[config.mk]
export PLATFORM = sky130hd
export DESIGN_NAME = ex_stage_ctrl_flat
export DESIGN_NICKNAME = d
export VERILOG_FILES = /design/src/rtl/ex_stage_ctrl_pkg.sv /design/src/rtl/ex_stage_ctrl_if.sv /design/src/rtl/ex_stage_ctrl_branch_cond_unit.sv /design/src/rtl/ex_stage_ctrl.sv /design/src/flat_wrapper.sv
export SDC_FILE = /design/constraint.sdc
export NUM_CORES = 1
export LEC_CHECK = 0
export ABC_AREA = 0
export BUFFER_PORTS_ARGS = -buffer_cell sky130_fd_sc_hd__buf_2
export CAP_MARGIN = 20
export CORE_AREA = 8 8 149 151
export CTS_BUF_LIST = sky130_fd_sc_hd__clkbuf_8 sky130_fd_sc_hd__clkbuf_16
export DETAILED_ROUTE_END_ITERATION = 8
export DIE_AREA = 0 0 157 159
export GPL_TIMING_DRIVEN = 0
export PLACE_DENSITY_LB_ADDON = 0.1
export SLEW_MARGIN = 20
export SYNTH_ARGS = -nofsm -noshare
export SYNTH_HDL_FRONTEND = slang
export SYNTH_SLANG_ARGS = --single-unit
export TNS_END_PERCENT = 10
[constraint.sdc]
create_clock -name clk -period 4 [get_ports clk]
set_input_delay 0.2 -clock clk [delete_from_list [all_inputs] [get_ports clk]]
set_output_delay 0.2 -clock clk [all_outputs]
set_load 0.02 [all_outputs]
[src/rtl/ex_stage_ctrl_pkg.sv]
// Shared encodings for the execute stage: ALU state/sign codes, branch
// conditions, instruction kinds and the sequencer FSM states.
package ex_stage_ctrl_pkg;

    // ex_stage_state codes presented to the ALU
    localparam logic [2:0] EXS_NOP    = 3'd0;
    localparam logic [2:0] BINARYEXPR = 3'd1;
    localparam logic [2:0] UNARYEXPR  = 3'd2;
    localparam logic [2:0] BRANCHCOND = 3'd3;
    localparam logic [2:0] MEMADDR    = 3'd4;

    // ALU sign-bit codes
    localparam logic [1:0] POS  = 2'd0;
    localparam logic [1:0] ZERO = 2'd1;
    localparam logic [1:0] NEG  = 2'd2;

    // ALU opcodes
    localparam logic [3:0] ALU_ADD = 4'd0;
    localparam logic [3:0] ALU_SUB = 4'd1;
    localparam logic [3:0] ALU_AND = 4'd2;
    localparam logic [3:0] ALU_OR  = 4'd3;
    localparam logic [3:0] ALU_XOR = 4'd4;

    // Branch conditions
    localparam logic [1:0] BR_EQ = 2'd0;
    localparam logic [1:0] BR_NE = 2'd1;
    localparam logic [1:0] BR_LT = 2'd2;
    localparam logic [1:0] BR_GE = 2'd3;

    // Instruction kinds
    localparam logic [1:0] KIND_NORMAL = 2'd0;
    localparam logic [1:0] KIND_BRANCH = 2'd1;
    localparam logic [1:0] KIND_JAL    = 2'd2;
    localparam logic [1:0] KIND_JALR   = 2'd3;

    // Sequencer FSM encodings
    localparam logic [1:0] ST_IDLE = 2'd0;
    localparam logic [1:0] ST_EXEC = 2'd1;
    localparam logic [1:0] ST_DONE = 2'd2;

    // Control fields carried alongside the operands while executing
    typedef struct packed {
        logic [1:0] kind;
        logic [1:0] bcond;
    } ex_ctrl_t;

    // Jumps always redirect; branches only when their condition holds
    function automatic logic redirects(input logic [1:0] kind, input logic taken);
        logic r;
        r = 1'b0;
        case (kind)
            KIND_BRANCH: r = taken;
            KIND_JAL:    r = 1'b1;
            KIND_JALR:   r = 1'b1;
            default:     r = 1'b0;
        endcase
        return r;
    endfunction

endpackage

[src/rtl/ex_stage_ctrl_if.sv]
// Bundle of the decode handshake, ALU operand/result bus and the
// memory/writeback handshake around the execute stage.
// Handshakes: a transfer happens on a rising edge where valid and ready are
// both high; valid may not depend on ready, and the offered payload must stay
// stable while valid is high and ready is low.
interface ex_stage_ctrl_if #(
    parameter int LEN  = 32,
    parameter int RD_W = 5
);
    // decode -> execute
    logic            in_valid;
    logic            in_ready;
    logic [LEN-1:0]  in_pc;
    logic [LEN-1:0]  in_rs1;
    logic [LEN-1:0]  in_rs2;
    logic [LEN-1:0]  in_imm;
    logic [2:0]      in_state;
    logic [3:0]      in_opcode;
    logic [1:0]      in_kind;
    logic [1:0]      in_bcond;
    logic [RD_W-1:0] in_rd;

    // execute <-> ALU
    logic [LEN-1:0]  alu_rs1;
    logic [LEN-1:0]  alu_rs2;
    logic [LEN-1:0]  alu_imm;
    logic [LEN-1:0]  alu_pc;
    logic [2:0]      alu_state;
    logic [3:0]      alu_opcode;
    logic [LEN-1:0]  alu_result;
    logic [1:0]      alu_sign_bits;

    // execute -> memory/writeback and fetch
    logic            out_valid;
    logic            out_ready;
    logic [LEN-1:0]  out_result;
    logic [RD_W-1:0] out_rd;
    logic            out_wb_en;
    logic            redirect_valid;
    logic [LEN-1:0]  redirect_pc;

    // The execute stage itself
    modport master (
        input  in_valid, in_pc, in_rs1, in_rs2, in_imm, in_state, in_opcode,
               in_kind, in_bcond, in_rd, alu_result, alu_sign_bits, out_ready,
        output in_ready, alu_rs1, alu_rs2, alu_imm, alu_pc, alu_state,
               alu_opcode, out_valid, out_result, out_rd, out_wb_en,
               redirect_valid, redirect_pc
    );

    // The surrounding decode, ALU and downstream logic
    modport slave (
        output in_valid, in_pc, in_rs1, in_rs2, in_imm, in_state, in_opcode,
               in_kind, in_bcond, in_rd, alu_result, alu_sign_bits, out_ready,
        input  in_ready, alu_rs1, alu_rs2, alu_imm, alu_pc, alu_state,
               alu_opcode, out_valid, out_result, out_rd, out_wb_en,
               redirect_valid, redirect_pc
    );
endinterface

[src/rtl/ex_stage_ctrl_branch_cond_unit.sv]
// Combinational branch condition evaluation from the ALU sign bits of rs1-rs2.
module branch_cond_unit
    import ex_stage_ctrl_pkg::*;
(
    input  logic [1:0] bcond,
    input  logic [1:0] sign_bits,
    output logic       taken
);

    // Map the branch condition onto the sign of rs1-rs2
    always_comb begin
        taken = 1'b0;
        case (bcond)
            BR_EQ: taken = (sign_bits == ZERO);
            BR_NE: taken = (sign_bits != ZERO);
            BR_LT: taken = (sign_bits == NEG);
            BR_GE: taken = (sign_bits == POS) || (sign_bits == ZERO);
            default: taken = 1'b0;
        endcase
    end

endmodule

[src/rtl/ex_stage_ctrl.sv]
// Execute-stage sequencer: registers decoded operands onto the ALU inputs,
// captures the result one cycle later, resolves branches/jumps into a single
// cycle redirect pulse and holds the result for memory/writeback.
module ex_stage_ctrl
    import ex_stage_ctrl_pkg::*;
#(
    parameter int LEN  = 32,
    parameter int RD_W = 5
) (
    input  logic           clk,
    input  logic           rst_n,
    input  logic           rdy_in,
    input  logic           flush,
    ex_stage_ctrl_if.master bus,
    output logic [1:0]     dbg_state
);

    logic [1:0]      state;
    ex_ctrl_t        ctrl_q;
    logic [RD_W-1:0] rd_q;

    logic [LEN-1:0]  alu_rs1_q;
    logic [LEN-1:0]  alu_rs2_q;
    logic [LEN-1:0]  alu_imm_q;
    logic [LEN-1:0]  alu_pc_q;
    logic [2:0]      alu_state_q;
    logic [3:0]      alu_opcode_q;

    logic [LEN-1:0]  out_result_q;
    logic [RD_W-1:0] out_rd_q;
    logic            out_wb_en_q;
    logic            redir_valid_q;
    logic [LEN-1:0]  redir_pc_q;

    logic            accept;
    logic            taken;
    logic            is_jump;
    logic [LEN-1:0]  link_pc;
    logic [LEN-1:0]  br_target;
    logic [LEN-1:0]  jump_target;
    logic [LEN-1:0]  exec_result;

    branch_cond_unit u_branch_cond_unit (
        .bcond     (ctrl_q.bcond),
        .sign_bits (bus.alu_sign_bits),
        .taken     (taken)
    );

    // Handshake, resolution arithmetic and output wiring
    always_comb begin
        bus.in_ready = rdy_in & ((state == ST_IDLE) | ((state == ST_DONE) & bus.out_ready)) & ~flush;
        accept       = bus.in_valid & bus.in_ready;
        is_jump      = (ctrl_q.kind == KIND_JAL) || (ctrl_q.kind == KIND_JALR);
        link_pc      = alu_pc_q + LEN'(4);
        br_target    = alu_pc_q + {alu_imm_q[LEN-2:0], 1'b0};
        jump_target  = (ctrl_q.kind == KIND_JALR) ? (bus.alu_result & ~LEN'(1)) : br_target;
        exec_result  = is_jump ? link_pc : bus.alu_result;

        bus.alu_rs1        = alu_rs1_q;
        bus.alu_rs2        = alu_rs2_q;
        bus.alu_imm        = alu_imm_q;
        bus.alu_pc         = alu_pc_q;
        bus.alu_state      = alu_state_q;
        bus.alu_opcode     = alu_opcode_q;
        bus.out_valid      = (state == ST_DONE);
        bus.out_result     = out_result_q;
        bus.out_rd         = out_rd_q;
        bus.out_wb_en      = out_wb_en_q;
        bus.redirect_valid = redir_valid_q;
        bus.redirect_pc    = redir_pc_q;
        dbg_state          = state;
    end

    // Sequencer: IDLE -> EXEC -> DONE, frozen while rdy_in is low
    always_ff @(posedge clk) begin
        if (!rst_n) begin
            state         <= ST_IDLE;
            ctrl_q        <= '0;
            rd_q          <= '0;
            alu_rs1_q     <= '0;
            alu_rs2_q     <= '0;
            alu_imm_q     <= '0;
            alu_pc_q      <= '0;
            alu_state_q   <= '0;
            alu_opcode_q  <= '0;
            out_result_q  <= '0;
            out_rd_q      <= '0;
            out_wb_en_q   <= 1'b0;
            redir_valid_q <= 1'b0;
            redir_pc_q    <= '0;
        end else if (rdy_in) begin
            // The redirect is a pulse; only the EXEC->DONE edge raises it
            redir_valid_q <= 1'b0;

            // accept already excludes flush, so a squashed offer never latches
            if (accept) begin
                alu_rs1_q    <= bus.in_rs1;
                alu_rs2_q    <= bus.in_rs2;
                alu_imm_q    <= bus.in_imm;
                alu_pc_q     <= bus.in_pc;
                alu_state_q  <= bus.in_state;
                alu_opcode_q <= bus.in_opcode;
                ctrl_q.kind  <= bus.in_kind;
                ctrl_q.bcond <= bus.in_bcond;
                rd_q         <= bus.in_rd;
            end

            if (flush) begin
                state <= ST_IDLE;
            end else begin
                case (state)
                    ST_IDLE: begin
                        if (accept) state <= ST_EXEC;
                    end
                    ST_EXEC: begin
                        out_result_q <= exec_result;
                        out_rd_q     <= rd_q;
                        out_wb_en_q  <= (rd_q != '0) && (ctrl_q.kind != KIND_BRANCH);
                        if (redirects(ctrl_q.kind, taken)) begin
                            redir_valid_q <= 1'b1;
                            redir_pc_q    <= jump_target;
                        end
                        state <= ST_DONE;
                    end
                    ST_DONE: begin
                        if (bus.out_ready) state <= bus.in_valid ? ST_EXEC : ST_IDLE;
                    end
                    default: state <= ST_IDLE;
                endcase
            end
        end
    end

endmodule

[src/flat_wrapper.sv]
// flat-port wrapper written by rule: the top's interface ports become plain ports
module ex_stage_ctrl_flat import ex_stage_ctrl_pkg::*;
#(
    parameter int LEN  = 32,
    parameter int RD_W = 5
)
  (clk, rst_n, rdy_in, flush, dbg_state, bus_in_valid, bus_in_pc, bus_in_rs1, bus_in_rs2, bus_in_imm, bus_in_state, bus_in_opcode, bus_in_kind, bus_in_bcond, bus_in_rd, bus_alu_result, bus_alu_sign_bits, bus_out_ready, bus_in_ready, bus_alu_rs1, bus_alu_rs2, bus_alu_imm, bus_alu_pc, bus_alu_state, bus_alu_opcode, bus_out_valid, bus_out_result, bus_out_rd, bus_out_wb_en, bus_redirect_valid, bus_redirect_pc);
  ex_stage_ctrl_if #(.LEN(LEN), .RD_W(RD_W)) bus_i ();
  input  logic clk;
  input  logic rst_n;
  input  logic rdy_in;
  input  logic flush;
  output logic [1:0] dbg_state;
  input wire logic [$bits(bus_i.in_valid)-1:0] bus_in_valid;
  input wire logic [$bits(bus_i.in_pc)-1:0] bus_in_pc;
  input wire logic [$bits(bus_i.in_rs1)-1:0] bus_in_rs1;
  input wire logic [$bits(bus_i.in_rs2)-1:0] bus_in_rs2;
  input wire logic [$bits(bus_i.in_imm)-1:0] bus_in_imm;
  input wire logic [$bits(bus_i.in_state)-1:0] bus_in_state;
  input wire logic [$bits(bus_i.in_opcode)-1:0] bus_in_opcode;
  input wire logic [$bits(bus_i.in_kind)-1:0] bus_in_kind;
  input wire logic [$bits(bus_i.in_bcond)-1:0] bus_in_bcond;
  input wire logic [$bits(bus_i.in_rd)-1:0] bus_in_rd;
  input wire logic [$bits(bus_i.alu_result)-1:0] bus_alu_result;
  input wire logic [$bits(bus_i.alu_sign_bits)-1:0] bus_alu_sign_bits;
  input wire logic [$bits(bus_i.out_ready)-1:0] bus_out_ready;
  output wire logic [$bits(bus_i.in_ready)-1:0] bus_in_ready;
  output wire logic [$bits(bus_i.alu_rs1)-1:0] bus_alu_rs1;
  output wire logic [$bits(bus_i.alu_rs2)-1:0] bus_alu_rs2;
  output wire logic [$bits(bus_i.alu_imm)-1:0] bus_alu_imm;
  output wire logic [$bits(bus_i.alu_pc)-1:0] bus_alu_pc;
  output wire logic [$bits(bus_i.alu_state)-1:0] bus_alu_state;
  output wire logic [$bits(bus_i.alu_opcode)-1:0] bus_alu_opcode;
  output wire logic [$bits(bus_i.out_valid)-1:0] bus_out_valid;
  output wire logic [$bits(bus_i.out_result)-1:0] bus_out_result;
  output wire logic [$bits(bus_i.out_rd)-1:0] bus_out_rd;
  output wire logic [$bits(bus_i.out_wb_en)-1:0] bus_out_wb_en;
  output wire logic [$bits(bus_i.redirect_valid)-1:0] bus_redirect_valid;
  output wire logic [$bits(bus_i.redirect_pc)-1:0] bus_redirect_pc;
  assign bus_i.in_valid = bus_in_valid;
  assign bus_i.in_pc = bus_in_pc;
  assign bus_i.in_rs1 = bus_in_rs1;
  assign bus_i.in_rs2 = bus_in_rs2;
  assign bus_i.in_imm = bus_in_imm;
  assign bus_i.in_state = bus_in_state;
  assign bus_i.in_opcode = bus_in_opcode;
  assign bus_i.in_kind = bus_in_kind;
  assign bus_i.in_bcond = bus_in_bcond;
  assign bus_i.in_rd = bus_in_rd;
  assign bus_i.alu_result = bus_alu_result;
  assign bus_i.alu_sign_bits = bus_alu_sign_bits;
  assign bus_i.out_ready = bus_out_ready;
  assign bus_in_ready = bus_i.in_ready;
  assign bus_alu_rs1 = bus_i.alu_rs1;
  assign bus_alu_rs2 = bus_i.alu_rs2;
  assign bus_alu_imm = bus_i.alu_imm;
  assign bus_alu_pc = bus_i.alu_pc;
  assign bus_alu_state = bus_i.alu_state;
  assign bus_alu_opcode = bus_i.alu_opcode;
  assign bus_out_valid = bus_i.out_valid;
  assign bus_out_result = bus_i.out_result;
  assign bus_out_rd = bus_i.out_rd;
  assign bus_out_wb_en = bus_i.out_wb_en;
  assign bus_redirect_valid = bus_i.redirect_valid;
  assign bus_redirect_pc = bus_i.redirect_pc;
  ex_stage_ctrl #(.LEN(LEN), .RD_W(RD_W)) u_core (.clk(clk), .rst_n(rst_n), .rdy_in(rdy_in), .flush(flush), .bus(bus_i), .dbg_state(dbg_state));
endmodule
Yosys cells after proc, flatten, opt, wreduce, memory -nomap -nowiden
Cells that the tools add are included.
{"block": "op_classes", "muxes": 16, "eq_ne": 14, "bitwise_logic": 6, "reduce_logical": 12, "n_addsub": 2}
{"cell": "32-bit two-way mux", "count": 2}
{"cell": "32-bit by 3-bit adder with 32-bit output, second input constant", "count": 1}
{"cell": "32-bit adder", "count": 1}
{"cell": "2-bit equality test, second input constant", "count": 6}
{"cell": "2-bit by 1-bit equality test with 1-bit output, second input constant", "count": 4}
{"cell": "1-bit two-way mux", "count": 8}
{"cell": "2-bit logical NOT", "count": 3}
{"cell": "2-bit two-way mux", "count": 3}
{"cell": "2-bit case mux with 3 select lines", "count": 1}
{"cell": "3-bit AND reduction", "count": 2}
{"cell": "5-bit nonzero test", "count": 1}
{"cell": "1-bit AND", "count": 4}
{"cell": "2-bit by 1-bit inequality test with 1-bit output, second input constant", "count": 2}
{"cell": "1-bit case mux with 4 select lines", "count": 1}
{"cell": "4-bit AND reduction", "count": 1}
{"cell": "3-bit by 2-bit inequality test with 1-bit output, second input constant", "count": 1}
{"cell": "3-bit inequality test, second input constant", "count": 1}
{"cell": "1-bit logical OR", "count": 2}
{"cell": "1-bit case mux with 2 select lines", "count": 1}
{"cell": "2-bit AND reduction", "count": 1}
{"cell": "2-bit OR reduction", "count": 1}
{"cell": "1-bit logical AND", "count": 1}
{"cell": "1-bit inverter", "count": 1}
{"cell": "1-bit OR", "count": 1}
{"block": "word_totals", "input_bits": 184, "output_inout_bits": 210, "ff_bits": 217}

Longest topological paths before layout
Gate-level depths: netlist of run 1.
{"block": "depth", "word_depth": 11, "mapped_depth": 10, "depth_no_buf": 10}

Cells and area by module
From an unflattened synthesis of run 1, not the netlist that was laid out.
{"block": "unflattened", "hier_cells": 1378, "hier_area_um2": 10461.3}
{"mod": "ex_stage_ctrl", "cells_each": 1372, "n_inst": 1, "area_each_um2": 10413.7}
{"mod": "branch_cond_unit", "cells_each": 6, "n_inst": 1, "area_each_um2": 47.5}

Worst setup path before layout of run 1
OpenSTA, ideal clock, no wires.
{"block": "synth_timing", "path_type": "register -> register", "start": "register u_core.alu_pc_q[1] (netlist: u_core.bus.alu_pc[1])", "end": "register u_core.redir_pc_q[27] (netlist: u_core.bus.redirect_pc[27])", "path_buffers": 0, "period_less_slack_ns": 2.494, "setup_ns": 0.074, "stages_incl_launch_ff": 11, "t_arrival_ns": 2.420, "path_slack_ns": 1.506, "path_cell_list": "dfxtp_1 ha_1 inv_1 fa_1 nor2b_1 o2111ai_1 a21o_2 and3_1 nor2_2 mux2_2 a31oi_1"}
{"block": "synth_via", "elab_chain_len": 2}
{"element": "start, declared", "line_no": "ex_stage_ctrl.sv:25", "rtl": "logic [LEN-1:0] alu_pc_q;"}
{"element": "start signal, assigned", "line_no": "ex_stage_ctrl.sv:100", "rtl": "alu_pc_q <= bus.in_pc;"}
{"element": "32-bit adder", "line_no": "ex_stage_ctrl.sv:55", "rtl": "br_target = alu_pc_q + {alu_imm_q[LEN-2:0], 1'b0};"}
{"element": "32-bit two-way mux", "line_no": "ex_stage_ctrl.sv:56", "rtl": "jump_target = (ctrl_q.kind == KIND_JALR) ? (bus.alu_result & ~LEN'(1)) : br_target;"}
{"element": "end signal, assigned", "line_no": "ex_stage_ctrl.sv:121", "rtl": "redir_pc_q <= jump_target;"}
{"element": "end, declared", "line_no": "ex_stage_ctrl.sv:33", "rtl": "logic [LEN-1:0] redir_pc_q;"}
Every way passes these cells.
A chain may end at the register's enable or synchronous reset.

Final worst setup path of run 1
{"block": "layout_timing", "start": "register u_core.alu_pc_q[8] (netlist: u_core.bus.alu_pc[8])", "end": "register u_core.redir_pc_q[24] (netlist: u_core.bus.redirect_pc[24])"}
The elaborated chain is that of the path after synthesis.

==> results.json, run 1 <==
{
  "drt-total-wl_um": 47900,
  "routed-via-count": 12900,
  "async_flop_share_pct": 0,
  "grt_pass1_vias": 13000,
  "fillerInstances": 1398,
  "dp_slack_ns": 1.23,
  "drc": 0,
  "start_util_pct": 52.8,
  "fin_crit_sh_pct": 72.5,
  "clockBufferDepth": 3,
  "dieArea_um2": 25000,
  "setup_slack_ns": 1.10,
  "first_iter_violations": 1036,
  "stdcell_area_um2": 15200,
  "synthToLayoutAreaGrowth_pct": 45.2,
  "slew_violations": 0,
  "holdWs_ns": 0.0120,
  "dp.cells": 2037,
  "grt_usage_pct": 36.9,
  "cp_top_family": "compound AO/OA/AOI/OAI gates",
  "path_class": "reg -> reg",
  "final_layout_size_suffix_gt1_share_pct": 23.6,
  "ctsHoldBuffers": 159,
  "postSynthCellCount": 1374,
  "synth_nets": 1590,
  "cp_max_fo": 8,
  "start_kind": "flop",
  "status": "finished, final reports clean",
  "clock_latency_ns": 0.54,
  "fin_cells": 2247,
  "die_w_um": 157,
  "core_area_um2": 19800,
  "grt.overflow.total": 0,
  "dominantRegCellSynth": "dfxtp_1",
  "max-cap-violations": 0,
  "cp_num_buf_inv": 0,
  "root_buffer": "clkbuf_16",
  "numPortBuffers": 393,
  "yosys-top-cells-area": "dfxtp_1 (41%), nand2_1 (13%), a21oi_1 (11%)",
  "grt_max_degree": 14,
  "routabilityCongestion": 0.961,
  "ys_types": 80,
  "p_leak_nw": 6.62,
  "slew_headroom_pct": 36.1,
  "hp-class": "in -> reg",
  "post-cts-setup-buffer-count": 0,
  "cts_resized": 0,
  "wl_per_cell_um": 21.3,
  "vdd_drop_max_mv": 0.344,
  "grt_pass1_wl_um": 72600,
  "syn-cell-area_um2": 10500,
  "cp_slowest_stage_delay_ns": 0.66,
  "synth_edf_count": 0,
  "cp_slowest_cell": "a211oi_1",
  "syn_avg_cell_area_um2": 7.63,
  "power_mw": 5.20,
  "hpwl_um": 32700,
  "row_count": 52,
  "finalSetupTns_ns": 0,
  "yosysWarnings": 0,
  "timing.final.crit_period_ns": 2.90,
  "htreeDepth": 1,
  "cts_tree": "done",
  "avgViaCountPerCell": 5.73,
  "fin_skew_ns": 0.0266,
  "p_per_area_nw_per_um2": 342,
  "fin_util_pct": 76.7,
  "finalHoldViolations": 0,
  "path_clk_slew_ns": 0.06,
  "setup_violations": 0,
  "endpoint_kind": "flop",
  "max_clock_freq_mhz": 345,
  "rsz0062_at_grt": "no",
  "cts_made_buffers": 24,
  "crit_arrival_ns": 3.26,
  "synth-seq-cells": 217,
  "worstPathCellList": "ha_1 > and4_1 > o211ai_1 > a2bb2oi_1 > a211oi_1 > o32ai_1 > mux2i_1 > o31ai_1",
  "cts.sinks": 217,
  "synth_top_area_cell": "dfxtp_1",
  "antenna_found_initial": 7,
  "ant_nets": 0,
  "dieHeight_um": 159,
  "final_cell_mix": "buf_2 (400), nand2_1 (372), a21oi_1 (233)",
  "final_common_cell": "buf_2",
  "worstMarginPinSlew_ns": 0.959,
  "netlist.area_leader.share_pct": 41.4,
  "nNetsFinal": 2168,
  "dr.pass1.iters": 6,
  "io_pins": 394,
  "crit_required_ns": 4.36,
  "dpl_cell_area_um2": 12800,
  "ys_seq_area_share_pct": 41.4
}
## layer usage
layer	track usage, %	wire length, µm	vias to the layer above
met3	10.5	5310	211
met2	60.5	22000	823
met1	41.5	17300	5909
met4	22.6	3240	0
li1	-	-	5941
met5	0	0	-
## cells in the mapped netlist (all sizes together) (7+ instances only)
| cell | number |
|---|---|
| nand2 | 372 |
| a21oi | 233 |
| dfxtp | 217 |
| nor2 | 90 |
| clkbuf | 74 |
| o21ai | 44 |
| nand3 | 40 |
| ha | 31 |
| xor2 | 23 |
| a211oi | 21 |
| and3 | 14 |
| inv | 14 |
| xnor2 | 14 |
| buf | 13 |
| nor3 | 13 |
| nand4 | 12 |
| o211ai | 12 |
| a211o | 9 |
| a311oi | 8 |
| and2 | 8 |
| mux2i | 8 |
| o21a | 8 |
| a21o | 7 |
| or3 | 7 |
## flip-flops by register name, indices dropped and copies added, names as in the netlist
| name | flops |
|---|---|
| u_core.bus.alu_imm | 32 |
| u_core.bus.alu_opcode | 4 |
| u_core.bus.alu_pc | 32 |
| u_core.bus.alu_rs1 | 32 |
| u_core.bus.alu_rs2 | 32 |
| u_core.bus.alu_state | 3 |
| u_core.bus.out_rd | 5 |
| u_core.bus.out_result | 32 |
| u_core.bus.out_wb_en | 1 |
| u_core.bus.redirect_pc | 32 |
| u_core.bus.redirect_valid | 1 |
| u_core.ctrl_q | 4 |
| u_core.dbg_state | 2 |
| u_core.rd_q | 5 |
## power by group
group          switching, mW  leakage [nW]  total, mW  internal [mW]
Clock                  0.934         0.413       2.29           1.35
Sequential            0.0532          1.76       2.26           2.21
Combinational          0.361          4.45      0.647          0.286
Total                   1.35          6.62       5.20           3.85
## layout make-up
class	count	area, µm²	area share (%)
Antenna cell	8	20.0	0.132
Buffer	88	394	2.59
Clock buffer	31	697	4.58
Clock inverter	12	123	0.806
Inverter	15	56.3	0.370
Multi-Input combinational cell	1054	5690	37.4
Sequential cell	217	4340	28.5
Tap cell	270	338	2.22
Timing Repair Buffer	552	3560	23.4
## logic make-up after synthesis
family | Yosys count | share of synthesized area [%]
xor+xnor | 37 | 3.09
flops | 217 | 41.4
compound gates | 390 | 22.2
fa+ha+maj | 32 | 3.89
buf+inv | 103 | 4.30
simple gates | 586 | 24.2
mux | 9 | 0.871
## path summary, 6_finish.rpt
path                                                       startpoint                                 endpoint  slack, ns  cells past startpoint
worst max-delay path                u_core.bus.alu_pc[8]$_SDFFE_PN0P_  u_core.bus.redirect_pc[24]$_SDFFE_PN0P_       1.10                      8
worst min-delay path                                bus_alu_result[0]    u_core.bus.out_result[0]$_SDFFE_PN0P_       0.01                      3
worst max register to register      u_core.bus.alu_pc[8]$_SDFFE_PN0P_  u_core.bus.redirect_pc[24]$_SDFFE_PN0P_       1.10                      8
worst min register to register  u_core.bus.alu_opcode[0]$_SDFFE_PN0P_    u_core.bus.alu_opcode[0]$_SDFFE_PN0P_       0.45                      2
## worst register-to-register path, delay by kind of cell, from the launching register on
family          cells  cell delay, ns
simple gates        1            0.29
compound gates      5            1.36
fa+ha+maj           1            0.45
mux                 1            0.24
flops               1            0.42
No activity file was read; power rests on OpenSTA's default activity.
==> inputs of run 2 (changes only) <==
--- a/config.mk
+++ b/config.mk
@@ -8,10 +8,10 @@
 export ABC_AREA = 0
 export BUFFER_PORTS_ARGS = -buffer_cell sky130_fd_sc_hd__buf_2
 export CAP_MARGIN = 20
-export CORE_AREA = 8 8 149 151
+export CORE_AREA = 8 8 154 156
 export CTS_BUF_LIST = sky130_fd_sc_hd__clkbuf_8 sky130_fd_sc_hd__clkbuf_16
 export DETAILED_ROUTE_END_ITERATION = 8
-export DIE_AREA = 0 0 157 159
+export DIE_AREA = 0 0 162 164
 export GPL_TIMING_DRIVEN = 0
 export PLACE_DENSITY_LB_ADDON = 0.1
 export SLEW_MARGIN = 20
==> constraint.sdc (replaced) <==
create_clock -name clk -period 2.67 [get_ports clk]
set_input_delay 0.1335 -clock clk [delete_from_list [all_inputs] [get_ports clk]]
set_output_delay 0.1335 -clock clk [all_outputs]
set_load 0.02 [all_outputs]
==> run 2 against run 1 <==
Effect of this change:
- first-iteration DRC count is 0.29% lower
- register-to-register slack worse by 1.1 ns
- die area is 6.4% higher
- core utilization is 4.6 points lower
- largest cell class unchanged
- highest routed layer unchanged
==> results.json, run 2 (synthesis results as in run 1) <==
{
  "crit_arrival_ns": 3.09,
  "fin_skew_ns": 0.00945,
  "row_count": 54,
  "final_common_cell": "buf_2",
  "routabilityCongestion": 0.972,
  "ant_nets": 0,
  "htreeDepth": 1,
  "multi_input_area_um2": 5760,
  "p_per_area_nw_per_um2": 508,
  "grt_pass1_wl_um": 69000,
  "dieArea_um2": 26600,
  "vdd_drop_max_mv": 0.618,
  "dr.pass1.iters": 5,
  "power_mw": 7.82,
  "cts_made_buffers": 24,
  "clock_latency_ns": 0.53,
  "endpoint_kind": "flop",
  "clockBufferDepth": 3,
  "nNetsFinal": 2178,
  "path_class": "reg -> reg",
  "final_layout_size_suffix_gt1_share_pct": 24.4,
  "max-cap-violations": 0,
  "drt-total-wl_um": 45400,
  "rsz0062_at_grt": "yes",
  "worstMarginPinSlew_ns": 0.963,
  "wl_per_cell_um": 20.1,
  "hp-class": "in -> reg",
  "synthToLayoutAreaGrowth_pct": 46.8,
  "numPortBuffers": 393,
  "routed-via-count": 12600,
  "grt_max_degree": 13,
  "final_cell_mix": "buf_2 (400), nand2_1 (372), a21oi_1 (232)",
  "path_clk_slew_ns": 0.06,
  "grt_usage_pct": 32.6,
  "avgViaCountPerCell": 5.58,
  "start_util_pct": 49.1,
  "p_leak_nw": 6.69,
  "slew_violations": 0,
  "grt.overflow.total": 0,
  "dieHeight_um": 164,
  "cts_tree": "done",
  "timing.final.crit_period_ns": 2.63,
  "hpwl_um": 32400,
  "start_kind": "flop",
  "fin_crit_sh_pct": 98.6,
  "die_w_um": 162,
  "cp_max_fo": 7,
  "max_clock_freq_mhz": 380,
  "seq_area_um2": 4350,
  "core_area_um2": 21400,
  "antenna_found_initial": 4,
  "first_iter_violations": 1033,
  "cp_top_family": "simple AND/OR/NAND/NOR gates",
  "grt_pass1_vias": 12600,
  "drc": 0,
  "fillerInstances": 1676,
  "cp_num_buf_inv": 0,
  "cp_slowest_stage_delay_ns": 0.47,
  "worstPathCellList": "ha_1 > and3_1 > nand2_1 > nor3_1 > nor4_2 > and3b_1 > o31a_1 > a21oi_1",
  "slew_headroom_pct": 35.8,
  "holdWs_ns": 0.0132,
  "cts.sinks": 217,
  "cp_slowest_cell": "ha_1",
  "setup_violations": 0,
  "status": "finished, final reports clean",
  "io_pins": 394,
  "root_buffer": "clkbuf_16",
  "finalHoldViolations": 0,
  "crit_required_ns": 3.12
}
run 2: cell types whose count changed in the layout (fill, tap and decap cells not counted), sizes merged:
cell / previous run / this run
clkinvlp: 2 / 0
inv: 17 / 21
clkinv: 6 / 4
dlygate4sd3: 159 / 167
bufinv: 2 / 4
clkbuf: 105 / 101
diode: 8 / 4
buf: 406 / 408
run 2: final timing paths:
path                                               start                                      end  slack (ns)  depth (start not counted)
setup / recovery      u_core.bus.alu_pc[24]$_SDFFE_PN0P_  u_core.bus.redirect_pc[26]$_SDFFE_PN0P_        0.04                          8
hold / removal                             bus_out_ready         u_core.dbg_state[1]$_SDFFE_PN0P_        0.01                          4
setup reg to reg      u_core.bus.alu_pc[24]$_SDFFE_PN0P_  u_core.bus.redirect_pc[26]$_SDFFE_PN0P_        0.04                          8
hold reg to reg   u_core.bus.out_result[31]$_SDFFE_PN0P_   u_core.bus.out_result[31]$_SDFFE_PN0P_        0.45                          2
run 2: repair_timing:
item / in CTS / in global routing
pin swaps: 1 / 3
setup buffers: 1 / 1
hold buffers: 167 / 0
resized for setup: 7 / 20
setup endpoints to repair: 10 / 15
endpoints found under the hold margin: 173 / 0
cloned: 0 / 0
run 2: power breakdown:
part	total (mW)	internal [mW]	switching [mW]
Combinational	0.962	0.436	0.526
Sequential	3.39	3.31	0.0766
Clock	3.47	2.09	1.38
run 2: area by class of cell:
cell class,count,share of cell area (%)
clock buffer,27,4.17
inverter,15,0.366
clock inverter,14,1.12
antenna,4,0.0650
tap,280,2.28
buffer,88,2.58
multi-input combinational,1054,37.4
sequential,217,28.3
timing repair buffer,562,23.7
run 2: layer usage:
layer / vias to the layer above / share of wire [%] / track usage (%)
li1: 5963 / - / -
met1: 5896 / 38 / 37.4
met2: 646 / 47 / 55.4
met3: 122 / 10 / 9.25
met4: 0 / 4.8 / 15.7
met5: - / 0 / 0
run 2: tightest hold or removal path: stages:
cell     delay [ns]
buf_2          0.11
o31ai_1        0.07
a21oi_1        0.13
nor2_1         0.05
run 2: per-stage QoR:
stage | instances | TNS, ns | utilization (%) | worst slack (ns) | instance area (µm²)
global placement | 2047 | -0.0933 | 60.0 | -0.0657 | 12800
floorplan | 1374 | 0 | - | 0.176 | 10500
detailed placement | 2047 | -0.0989 | 60.0 | -0.0967 | 12800
finish | 2261 | 0 | 72.1 | 0.0366 | 15400
global route | 2261 | -0.255 | 72.1 | -0.0903 | 15400
CTS | 2256 | 0 | 71.7 | 0.000462 | 15300
